## src/rtl/seqdet_pkg.sv

```systemverilog
// Shared "101" overlapping sequence-detector state encoding and next-state function,
// usable by the channel scheduler and by any single-channel detector.
package seqdet_pkg;

  typedef enum logic [1:0] {
    ST_IDLE = 2'd0,
    ST_S1   = 2'd1,
    ST_S10  = 2'd2,
    ST_S101 = 2'd3
  } seqdet_state_t;

  function automatic seqdet_state_t seqdet_next(input seqdet_state_t state, input logic bit_in);
    seqdet_state_t nxt;
    case (state)
      ST_IDLE: nxt = bit_in ? ST_S1   : ST_IDLE;
      ST_S1:   nxt = bit_in ? ST_S1   : ST_S10;
      ST_S10:  nxt = bit_in ? ST_S101 : ST_IDLE;
      ST_S101: nxt = bit_in ? ST_S1   : ST_S10;
      default: nxt = ST_IDLE;
    endcase
    return nxt;
  endfunction

endpackage

```

## src/rtl/rr_arbiter.sv

```systemverilog
// Round-robin arbiter: grants the lowest requesting index at or above i_ptr,
// wrapping past N-1 to 0. Produces a one-hot grant plus the granted index.
module rr_arbiter #(
  parameter int N = 4
) (
  input  logic [N-1:0]         i_req,
  input  logic [$clog2(N)-1:0] i_ptr,
  output logic [N-1:0]         o_gnt,
  output logic [$clog2(N)-1:0] o_idx,
  output logic                 o_vld
);

  localparam int IDX_W = $clog2(N);

  // Wrap-around candidates are found first; candidates at or above the pointer override them.
  always_comb begin
    o_idx = '0;
    o_vld = |i_req;
    for (int i = N - 1; i >= 0; i--) begin
      o_idx = i_req[i] ? IDX_W'(i) : o_idx;
    end
    for (int i = N - 1; i >= 0; i--) begin
      o_idx = (i_req[i] && (i >= int'(i_ptr))) ? IDX_W'(i) : o_idx;
    end
    o_gnt = o_vld ? (N'(1) << o_idx) : '0;
  end

endmodule

```

## src/rtl/seqdet_ch_sched.sv

```systemverilog
// Round-robin shared "101" detector serving NUM_CH serial channels through a context table.
// Optional per-channel saturating match counters are enabled by defining SEQDET_MATCH_CNT_EN.
module seqdet_ch_sched #(
  parameter int NUM_CH = 4,
  parameter int CNT_W  = 8
) (
  input  logic                      clk,
  input  logic                      rst_n,
  input  logic                      enable,
  input  logic [NUM_CH-1:0]         ch_valid,
  input  logic [NUM_CH-1:0]         ch_data,
  output logic [NUM_CH-1:0]         ch_ready,
  input  logic [NUM_CH-1:0]         ctx_clr,
`ifdef SEQDET_MATCH_CNT_EN
  input  logic                      cnt_clr,
  output logic [NUM_CH*CNT_W-1:0]   match_cnt,
`endif
  output logic                      match_vld,
  output logic [$clog2(NUM_CH)-1:0] match_ch,
  output logic [NUM_CH-1:0]         ch_match
);

  import seqdet_pkg::*;

  localparam int IDX_W = $clog2(NUM_CH);

  if (NUM_CH < 2 || CNT_W < 1) begin : g_param_chk
    $error("seqdet_ch_sched: NUM_CH must be >= 2 and CNT_W >= 1");
  end

  logic [NUM_CH-1:0] w_req;
  logic [NUM_CH-1:0] w_gnt;
  logic [IDX_W-1:0]  w_gnt_idx;
  logic              w_gnt_vld;
  logic [IDX_W-1:0]  w_ptr_nxt;
  logic              w_match;
  seqdet_state_t     w_base;
  seqdet_state_t     w_next;

  logic [IDX_W-1:0]  r_ptr;
  seqdet_state_t     r_ctx [NUM_CH];
  logic              r_match_vld;
  logic [IDX_W-1:0]  r_match_ch;
  logic [NUM_CH-1:0] r_ch_match;

  // Requests are suppressed while held in reset or disabled, so nothing is granted or lost.
  assign w_req = ch_valid & {NUM_CH{enable & rst_n}};

  rr_arbiter #(.N(NUM_CH)) u_arb (
    .i_req (w_req),
    .i_ptr (r_ptr),
    .o_gnt (w_gnt),
    .o_idx (w_gnt_idx),
    .o_vld (w_gnt_vld)
  );

  assign ch_ready = w_gnt;

  // Shared engine: a same-cycle context clear makes the granted bit start from IDLE.
  always_comb begin
    w_base    = ctx_clr[w_gnt_idx] ? ST_IDLE : r_ctx[w_gnt_idx];
    w_next    = seqdet_next(w_base, ch_data[w_gnt_idx]);
    w_match   = w_gnt_vld && (w_next == ST_S101);
    w_ptr_nxt = (w_gnt_idx == IDX_W'(NUM_CH - 1)) ? '0 : (w_gnt_idx + IDX_W'(1));
  end

  // Context table write-back and round-robin pointer.
  always_ff @(posedge clk) begin
    if (!rst_n) begin
      for (int j = 0; j < NUM_CH; j++) begin
        r_ctx[j] <= ST_IDLE;
      end
      r_ptr <= '0;
    end else begin
      for (int j = 0; j < NUM_CH; j++) begin
        if (w_gnt[j]) begin
          r_ctx[j] <= w_next;
        end else if (ctx_clr[j]) begin
          r_ctx[j] <= ST_IDLE;
        end else begin
          r_ctx[j] <= r_ctx[j];
        end
      end
      if (w_gnt_vld) begin
        r_ptr <= w_ptr_nxt;
      end else begin
        r_ptr <= r_ptr;
      end
    end
  end

  // Registered match report, one cycle after the accepting edge.
  always_ff @(posedge clk) begin
    if (!rst_n) begin
      r_match_vld <= 1'b0;
      r_match_ch  <= '0;
      r_ch_match  <= '0;
    end else begin
      r_match_vld <= w_match;
      r_match_ch  <= w_match ? w_gnt_idx : '0;
      r_ch_match  <= w_match ? w_gnt : '0;
    end
  end

  assign match_vld = r_match_vld;
  assign match_ch  = r_match_ch;
  assign ch_match  = r_ch_match;

`ifdef SEQDET_MATCH_CNT_EN
  logic [CNT_W-1:0] r_cnt [NUM_CH];

  // Saturating per-channel match counters; a clear beats a coincident match.
  always_ff @(posedge clk) begin
    if (!rst_n) begin
      for (int j = 0; j < NUM_CH; j++) begin
        r_cnt[j] <= '0;
      end
    end else begin
      for (int j = 0; j < NUM_CH; j++) begin
        if (cnt_clr) begin
          r_cnt[j] <= '0;
        end else if (w_match && w_gnt[j] && (r_cnt[j] != '1)) begin
          r_cnt[j] <= r_cnt[j] + CNT_W'(1);
        end else begin
          r_cnt[j] <= r_cnt[j];
        end
      end
    end
  end

  for (genvar g = 0; g < NUM_CH; g++) begin : g_cnt_out
    assign match_cnt[g*CNT_W +: CNT_W] = r_cnt[g];
  end
`else
  // Counter build option off: no counters, no counter ports.
`endif

endmodule
```

## config.mk

```make
export PLATFORM = sky130hd
export DESIGN_NAME = seqdet_ch_sched
export DESIGN_NICKNAME = d
export VERILOG_FILES = /design/src/rtl/seqdet_pkg.sv /design/src/rtl/rr_arbiter.sv /design/src/rtl/seqdet_ch_sched.sv
export SDC_FILE = /design/constraint.sdc
export NUM_CORES = 1
export LEC_CHECK = 0
export CAP_MARGIN = 10
export CORE_MARGIN = 4
export CORE_UTILIZATION = 49
export CTS_BUF_LIST = sky130_fd_sc_hd__clkbuf_4
export DETAILED_ROUTE_END_ITERATION = 10
export PLACE_DENSITY = 0.81
export SYNTH_ARGS = -nofsm -noshare
export SYNTH_HDL_FRONTEND = slang
export SYNTH_SLANG_ARGS = --single-unit
```

## constraint.sdc

```tcl
create_clock -name clk -period 2.2 [get_ports clk]
set_input_delay 0.22 -clock clk [delete_from_list [all_inputs] [get_ports clk]]
set_output_delay 0.22 -clock clk [all_outputs]
set_load 0.02 [all_outputs]
```

==> Word-level counts from Yosys, hierarchy flattened <==
Memories as Yosys holds them, arrays and structs flattened.
Index checks and enable logic that the tools add are counted.
{ "word_totals": {"reg_bits": 9, "ram_bits": 8, "inputBits": 15, "out_inout_bits": 11, "elab_cells": 121, "n_memories": 1} }
{ "op_classes": {"n_addsub": 1, "order_cmp": 4, "n_eq_ne": 9, "shift": 1, "muxes": 75, "bitwise_logic": 14, "reduce_logical": 12} }
{ "memory_table": {"columns": ["memory", "words", "width", "read_ports", "rd_ports_with_merged_regs", "wr", "line_no", "source"], "rows": [
  ["r_ctx", 4, 2, 1, 0, 4, "seqdet_ch_sched.sv:41", "seqdet_state_t r_ctx [NUM_CH];"]
]} }
{ "ops": {"columns": ["cell", "n"], "rows": [
  ["1-bit two-way mux", 48],
  ["2-bit two-way mux", 23],
  ["1-bit bitwise OR", 12],
  ["2-bit AND reduction", 5],
  ["2-bit == test, second input constant", 4],
  ["2-bit one-hot mux with 3 select lines", 1],
  ["4-bit bitwise AND", 1],
  ["1-bit binary-select mux with 2-bit select", 2],
  ["1-bit by 2-bit >= comparator with 1-bit output, first input constant", 2],
  ["1-bit logical AND", 4],
  ["4-bit two-way mux", 1],
  ["0-bit != test", 4],
  ["4-bit OR reduction", 1],
  ["1-bit by 2-bit << shifter with 4-bit output, first input constant", 1],
  ["2-bit by 3-bit < comparator with 1-bit output, second input constant", 1],
  ["2-bit by 1-bit adder with 2-bit output, second input constant", 1],
  ["2-bit by 1-bit == test with 1-bit output, second input constant", 1],
  ["2-bit >= comparator, first input constant", 1],
  ["2-bit zero test", 1],
  ["2-bit OR reduction", 1],
  ["1-bit bitwise AND", 1]
]} }

==> Longest topological paths before layout <==
Gate-level depths: netlist of the first run.
{ "logic_depth": {"ltp_word": 18, "ltp_mapped": 8, "ltp_nobuf": 7} }

==> Modules after synthesis <==
A second synthesis of the first run with hierarchy kept.
{ "hier_totals": {"cells_unflattened": 95, "area_unflattened_um2": 996.0} }
{ "modules_own_cells": {"columns": ["module", "instances", "cells_per_inst", "area_per_inst_um2", "seq_area_each_um2"], "rows": [
  ["seqdet_ch_sched", 1, 63, 794.5, 420.4],
  ["rr_arbiter", 1, 32, 201.4, 0.0]
]} }

==> Least setup slack after synthesis of the first run <==
Ideal clock, no wire load.
{ "synth_path": {"path_type": "register -> register", "startpoint": "register r_ptr[1]", "endpoint": "memory r_ctx[0][1] (netlist bit), data pin", "setup_time_ns": 0.167, "arrival_time_ns": 1.643, "t_required_ns": 2.033, "path_slack_ns": 0.390, "path_stages_with_launch": 8, "n_path_buf": 1, "synth_period_minus_slack_ns": 1.810, "cell_sequence": "dfxtp_1 -> nand2b_1 -> a21o_1 -> a211oi_2 -> buf_6 -> mux2i_1 -> mux2i_4 -> a211oi_1"} }
{ "synth_lines": {"columns": ["item", "line_no", "source"], "rows": [
  ["start, declared", "seqdet_ch_sched.sv:40", "logic [IDX_W-1:0] r_ptr;"],
  ["start signal, assigned", "seqdet_ch_sched.sv:85", "r_ptr <= w_ptr_nxt;"],
  ["start signal, assigned", "seqdet_ch_sched.sv:87", "r_ptr <= r_ptr;"],
  ["end, declared", "seqdet_ch_sched.sv:41", null]
]} }

==> Worst setup path after layout of the first run <==
{ "layout_path": {"startpoint": "register r_ptr[1]", "endpoint": "output port ch_ready[3]"} }
{ "layout_between": {"elab_chain_cells": 7, "word_cells_on_any_way": 11, "cone_classes": "order compare (3); shift (1); mux (4); reduce/logical (3)"} }
{ "layout_lines": {"columns": ["item", "line_no", "source"], "rows": [
  ["2-bit >= comparator", "rr_arbiter.sv:23", "o_idx = (i_req[i] && (i >= int'(i_ptr))) ? IDX_W'(i) : o_idx;"],
  ["1-bit logical AND", "rr_arbiter.sv:23", null],
  ["2-bit two-way mux (2 in a row)", "rr_arbiter.sv:23", null],
  ["2-bit two-way mux *", "rr_arbiter.sv:23", null],
  ["1-bit by 2-bit << shifter with 4-bit output *", "rr_arbiter.sv:25", "o_gnt = o_vld ? (N'(1) << o_idx) : '0;"],
  ["4-bit two-way mux *", "rr_arbiter.sv:25", null],
  ["end, declared", "seqdet_ch_sched.sv:12", "output logic [NUM_CH-1:0] ch_ready,"]
]} }
Every way passes the cells marked *; elsewhere a longest branch is shown, timed or not.

==> impl_metrics.csv, run 1 <==
group,metric,value,unit
status,status,"completed",
critical_path,cp_max_fo,5,
cts,clockBufferDepth,2,
global_routing,grt_pass1_vias,903,
critical_path,crit_path_start_kind,"flop",
finish,layout-drive-gt1-share,26.1,%
global_routing,grt.overflow.total,0,
critical_path,worstPathArrival,1880,ps
sta,rsz0062_at_grt,"no",
finish,seq_area,423,um^2
place,post-place-ws,-232,ps
cts,cts_made_buffers,3,
critical_path,end_kind,"output port",
floorplanning,core_area,1780,um^2
route,vias,856,
sta,fin_crit,2100,ps
floorplanning,die_area,2730,um^2
floorplanning,start_util,53.8,%
logic_synthesis,synth_seq_area_share,43.9,%
floorplanning,fp.dieH,52.2,um
logic_synthesis,synth.distinct_cells,24,
place,numPortBuffers,25,
critical_path,rr_worst_depth,9,
finish,n_antenna_cell,0,
cts,cts_hold_buf,0,
pwr,peakVddDrop,368,uV
logic_synthesis,netlist_top_cells_area,"edfxtp_1, dfxtp_1, mux2i_1",
global_routing,grt_max_degree,11,
finish,fill_cells,120,
cts,cts.clk_slew.worst_paths,90,ps
worst_hold_path,hold-path-cell-count,2,
place,hpwlAfterDp,1800,um
route,routed_wl,2250,um
sta,finalHoldViolations,0,
finish,multi_input_area,508,um^2
critical_path,path_class,"reg -> out",
global_routing,grt_usage,19.4,%
floorplanning,die_x,52.2,um
flow_run,drv_cap,0,
sta,fmax,0.477,GHz
pwr,combPwrFrac,19.2,%
logic_synthesis,synth_top_area_share,25.1,%
route,vias_per_cell,5.25,
place,place_area,1370,um^2
route,drt_iter0_drc,16,
pwr,power_density,465,nW/um^2
sta,setup_ws,103,ps
logic_synthesis,synthCells,92,
sta,skew,12.1,ps
worst_hold_path,min-delay-start,"r_ptr[1]$_SDFFE_PN0P_",
route,drt-pass1-iter-count,4,
finish,synthToLayoutAreaGrowth,46.3,%
critical_path,crit_required,1980,ps
route,wl_per_cell,13.8,um
sta,maxSlewViolCount,0,
floorplanning,rows,15,
cts,cts_tree,"yes",
logic_synthesis,ys_warn_count,0,
cts,clock_sinks,17,
pwr,p_leak,0.000562,uW
finish,stdcell_count,163,
sta,slew_headroom,76.5,%
cts,cts_root_buffer,"clkbuf_4",
sta,fin_hold_ws,532,ps
place,place_congestion,0.947,
sta,tightest_slew,343,ps
pwr,p_sw_share,24.7,%
logic_synthesis,synth_largest_area_cell,"edfxtp_1",
logic_synthesis,ys_ff_latch,17,
logic_synthesis,netlist_area,958,um^2
sta,final-setup-viol-count,0,
pwr,pwr-share-clk,27.8,%
route,ant_nets,0,
pwr,power_frac_seq,53.0,%
route,drcViolationCount,0,
logic_synthesis,syn_area_per_cell,10.4,um^2
place,dp.cells,159,
logic_synthesis,syn_nets,111,
critical_path,critPathLaunch,"r_ptr[1]$_SDFFE_PN0P_",
global_routing,grt_pass1_wl,3890,um
cts,htree_levels,1,
critical_path,reg2reg_from,"r_ptr[1]$_SDFFE_PN0P_",
cts,postCtsSetupBuffers,0,
worst_hold_path,worstHoldPathType,"reg -> reg",
global_routing,antenna_found_initial,0,
cts,clk_latency,290,ps
floorplanning,pin_count,26,
finish,stdcell_area,1400,um^2
pwr,p_int,491,uW
sta,finalCritPeriodShare,95.3,%
finish,nets,158,
pwr,p_sw,161,uW
-- Yosys cell counts (all sizes together) --
library cell,instances
a21o,2
edfxtp,8
and3,2
inv,6
dfxtp,9
nand3b,8
nor2,8
nand2b,5
nor2b,1
nand2,7
a21oi,1
clkinv,1
mux2,1
a211oi,5
ha,4
nor3,5
buf,2
o21ai,2
mux2i,13
nor4,2
-- logic make-up (layout without fill, tap and decap cells) --
| logic type | Yosys count | count (layout) | synth area share (%) |
|---|---|---|---|
| adder cells (fa/ha/maj) | 4 | 4 | 5.22 |
| AND/OR/NAND/NOR | 38 | 38 | 21.4 |
| buffers and inverters | 9 | 55 | 4.57 |
| flip-flops | 17 | 17 | 43.9 |
| AO/OA/AOI/OAI | 10 | 10 | 7.57 |
| multiplexers | 14 | 14 | 17.4 |
-- worst max-delay path, cell delays in order (launching register included) --
cell and delay [ps]:
dfxtp_2 330, nand2b_1 140, a21o_1 190, a211oi_2 180, buf_4 170, ha_1 140
nand2_1 70, inv_1 80, clkdlybuf4s15_1 300
-- layer usage --
layer / track usage (%) / vias up / share of wire, %
li1: - / 421 / -
met1: 20.9 / 402 / 41
met5: 0 / - / 0
met3: 4.56 / 6 / 4.8
met4: 6.38 / 0 / 1.0
met2: 36.6 / 27 / 53
-- flip-flops by register name (all words and copies together) (netlist names) --
signal	flops
match_ch	2
ch_match	4
match_vld	1
r_ptr	2
r_ctx	8
-- final cells by class --
cell class,count,share of cell area (%)
Inverter,7,1.96
Timing Repair Buffer,44,27.3
Sequential cell,17,30.2
Clock buffer,4,2.14
Multi-Input combinational cell,66,36.2
Tap cell,25,2.23
-- path summary, 6_finish.rpt --
path	endpoint	slack [ps]
setup reg to reg	r_ctx[1][1]$_SDFFCE_PP0P_	120
hold / removal	r_ptr[1]$_SDFFE_PN0P_	530
hold reg to reg	r_ptr[1]$_SDFFE_PN0P_	530
setup / recovery	ch_ready[3]	100
-- power by group through the flow --
stage | clock (uW) | sequential (uW) | combinational (uW)
global route | 197 | 347 | 135
floorplan | 0 | 352 | 58.2
CTS | 180 | 345 | 123
global placement | 0 | 352 | 121
finish | 181 | 346 | 125
detailed placement | 0 | 352 | 123
-- placed cells by master (no fill, tap or decap), drive strengths merged --
| cell | count |
|---|---|
| a21o | 2 |
| mux2 | 1 |
| o21ai | 2 |
| clkbuf | 6 |
| nand2b | 5 |
| a21oi | 1 |
| mux2i | 13 |
| inv | 6 |
| nand2 | 7 |
| ha | 4 |
| dfxtp | 9 |
| nor2b | 1 |
| clkinv | 1 |
| nor2 | 8 |
| buf | 19 |
| nor4 | 2 |
| a211oi | 5 |
| edfxtp | 8 |
| nor3 | 5 |
| and3 | 2 |
| nand3b | 8 |
| clkdlybuf4s50 | 21 |
| clkdlybuf4s15 | 2 |
-- repair_timing --
item,CTS,global route
gates resized for setup,7,9
gates cloned,0,0
setup endpoints to repair,4,4
hold endpoints to repair,0,0
-- stage by stage --
stage / total power (uW) / utilization, % / setup TNS, ps
2_1_floorplan: 410 / - / 0
3_3_place_gp: 472 / 76.6 / -933
3_5_place_dp: 475 / 76.6 / -1450
4_1_cts: 649 / 78.2 / 0
5_1_grt: 679 / 78.7 / 0
6_report: 652 / 78.7 / 0
No activity file was read; power rests on OpenSTA's default activity.
==> run 2, diff against run 1 <==
CORE_UTILIZATION = 44   (was 49)
PLACE_DENSITY = 0.77   (was 0.81)
clock period = 1.8 ns   (was 2.2 ns; I/O delays follow)
==> run 2 against run 1 <==
Effect of this change:
- the run now ends with negative setup slack left
- clock skew down 5.2 ps
- worst hold slack got worse by 13 ps
- worst setup slack worse by 340 ps
- core utilization up 2.3 points
- sequential power grew 22%
- clock power rose by 22%
- cell area rose by 17%
- critical path depth rose by 1
- global-route usage is 2.0 points higher
- sequential cell count did not move
- largest power group unchanged
- highest routed layer unchanged
==> impl_metrics.csv, run 2 (synthesis gave the netlist of run 1 again) <==
group,metric,value,unit
route,drt_iter0_drc,20,
sta,maxSlewViolCount,0,
floorplanning,core_area,2020,um^2
sta,fmax,0.491,GHz
finish,stdcell_count,176,
cts,cts_made_buffers,3,
pwr,total_power,850,uW
finish,mostFrequentLayoutCell,"buf_4",
route,vias_per_cell,5.19,
critical_path,cp_max_fo,5,
critical_path,critPathBufInv,4,
floorplanning,rows,16,
critical_path,worst_path_most_repeated_cell,"inv_1",
critical_path,rrSetupSlack,-230,ps
route,drcViolationCount,0,
finish,nets,169,
critical_path,worstPathArrival,1850,ps
finish,layout-drive-gt1-share,45.6,%
route,wl_per_cell,17.2,um
pwr,power_frac_seq,49.8,%
sta,skew,6.86,ps
place,post-place-ws,-544,ps
pwr,power_density,519,nW/um^2
global_routing,grt_max_degree,10,
critical_path,crit_required,1620,ps
sta,setup_ws,-235,ps
critical_path,cpPeakStageDelay,350,ps
sta,tightest_slew,526,ps
cts,clk_latency,290,ps
place,dp.cells,163,
cts,clock_sinks,17,
cts,cts_root_buffer,"clkbuf_4",
floorplanning,fp.dieH,54.7,um
finish,n_antenna_cell,0,
critical_path,slowest_stage,"dfxtp_2",
cts,htree_levels,1,
finish,final_cell_mix,"buf_4, clkdlybuf4s50_1, nor2_1, nand3b_1, edfxtp_1",
pwr,p_leak,0.000661,uW
global_routing,grt.overflow.total,0,
pwr,p_sw,224,uW
pwr,combPwrFrac,24.2,%
sta,final-setup-viol-count,24,
flow_run,drv_cap,0,
sta,rsz0062_at_grt,"yes",
worst_hold_path,worstHoldPathType,"in -> reg",
global_routing,grt_pass1_vias,975,
route,drt-pass1-iter-count,4,
floorplanning,die_x,54.7,um
critical_path,crit_chain,"nand2b_4, a21o_1, a211oi_2, buf_4, inv_1, ha_1, nand2_1, inv_1, buf_2",
global_routing,grt_pass1_wl,4430,um
critical_path,cp_top_family,"buffers and inverters",
critical_path,crit_path_start_kind,"flop",
status,violations,"negative setup slack",
cts,clockBufferDepth,2,
sta,finalCritPeriodShare,113,%
pwr,p_sw_share,26.3,%
pwr,peakVddDrop,457,uV
critical_path,path_class,"reg -> out",
finish,synthToLayoutAreaGrowth,70.9,%
route,vias,913,
floorplanning,pin_count,26,
finish,regMostFlops,"r_ctx",
finish,fill_cells,127,
critical_path,end_kind,"output port",
cts,cts.clk_slew.worst_paths,100,ps
global_routing,antenna_found_initial,0,
pwr,p_int,626,uW
place,numPortBuffers,25,
route,ant_nets,0,
sta,fin_crit,2030,ps
global_routing,grt_usage,21.4,%
route,routed_wl,3030,um
pwr,pwr-share-clk,26.1,%
status,status,"finished, violations left",
finish,largest_reg_flops,8,
cts,cts_hold_buf,0,
cts,cts_tree,"yes",
place,place_congestion,0.853,
sta,slew_headroom,64.8,%
sta,finalHoldViolations,0,
floorplanning,die_area,2990,um^2
floorplanning,start_util,47.4,%
place,hpwlAfterDp,1790,um
==> run 2: cell types whose count changed in the layout (fill, tap and decap cells not counted), sizes merged <==
| cell | change |
|---|---|
| buf | +15 |
| clkbuf | -2 |
| clkdlybuf4s15 | -2 |
| clkdlybuf4s50 | -1 |
| dlymetal6s2s | +1 |
==> run 2: final cells by class <==
type	instances	area, um^2	share of cell area (%)
Sequential cell	17	423	25.8
Timing Repair Buffer	55	494	30.2
Inverter	7	31.3	1.91
Clock buffer	4	30.0	1.83
Tap cell	27	33.8	2.06
Multi-Input combinational cell	66	626	38.2
==> run 2: layer usage <==
| layer | up-vias | GRT usage [%] | wire (um) |
|---|---|---|---|
| met2 | 35 | 39.8 | 1650 |
| met1 | 430 | 23.3 | 1170 |
| met5 | - | 0 | 0 |
| li1 | 441 | - | - |
| met3 | 7 | 4.36 | 149 |
| met4 | 0 | 7.88 | 62 |
==> run 2: worst reg2reg max path, cell delays in order, from the launching register on <==
cell      delay (ps)
dfxtp_2          350
nand2b_4         130
a21o_1           150
a211oi_2         170
buf_4            180
buf_12           140
mux2i_1          210
buf_4            160
mux2i_4          100
a211oi_1         240
==> run 2: final timing paths <==
path | start | endpoint | depth (start not counted)
max | r_ptr[1]$_SDFFE_PN0P_ | ch_ready[0] | 9
min | enable | match_vld$_SDFF_PN0_ | 3
max reg2reg | r_ptr[1]$_SDFFE_PN0P_ | r_ctx[2][1]$_SDFFCE_PP0P_ | 9
min reg2reg | r_ptr[1]$_SDFFE_PN0P_ | r_ptr[1]$_SDFFE_PN0P_ | 3
==> run 2: power groups by stage <==
stage | Combinational (uW) | Sequential, uW | Clock (uW)
after floorplan | 71.9 | 430 | 0
after global placement | 151 | 430 | 0
after detailed placement | 155 | 430 | 0
after CTS | 181 | 423 | 223
after global routing | 217 | 424 | 239
final | 206 | 423 | 221
==> run 2: what timing repair did <==
item	in CTS	in global routing
resized for setup	43	16
setup endpoints to repair	24	26
setup buffers	5	4
pin swaps	5	1
==> run 2: per-stage QoR <==
step / utilization, % / hold WS (ps) / area, um^2 / TNS (ps)
detailed placement: 68.6 / 663 / 1390 / -10390
CTS: 76.5 / 522 / 1550 / -2380
floorplan: - / 308 / 962 / 0
global route: 81.0 / 551 / 1640 / -5420
global placement: 68.6 / 666 / 1390 / -8700
finish: 81.0 / 519 / 1640 / -3450
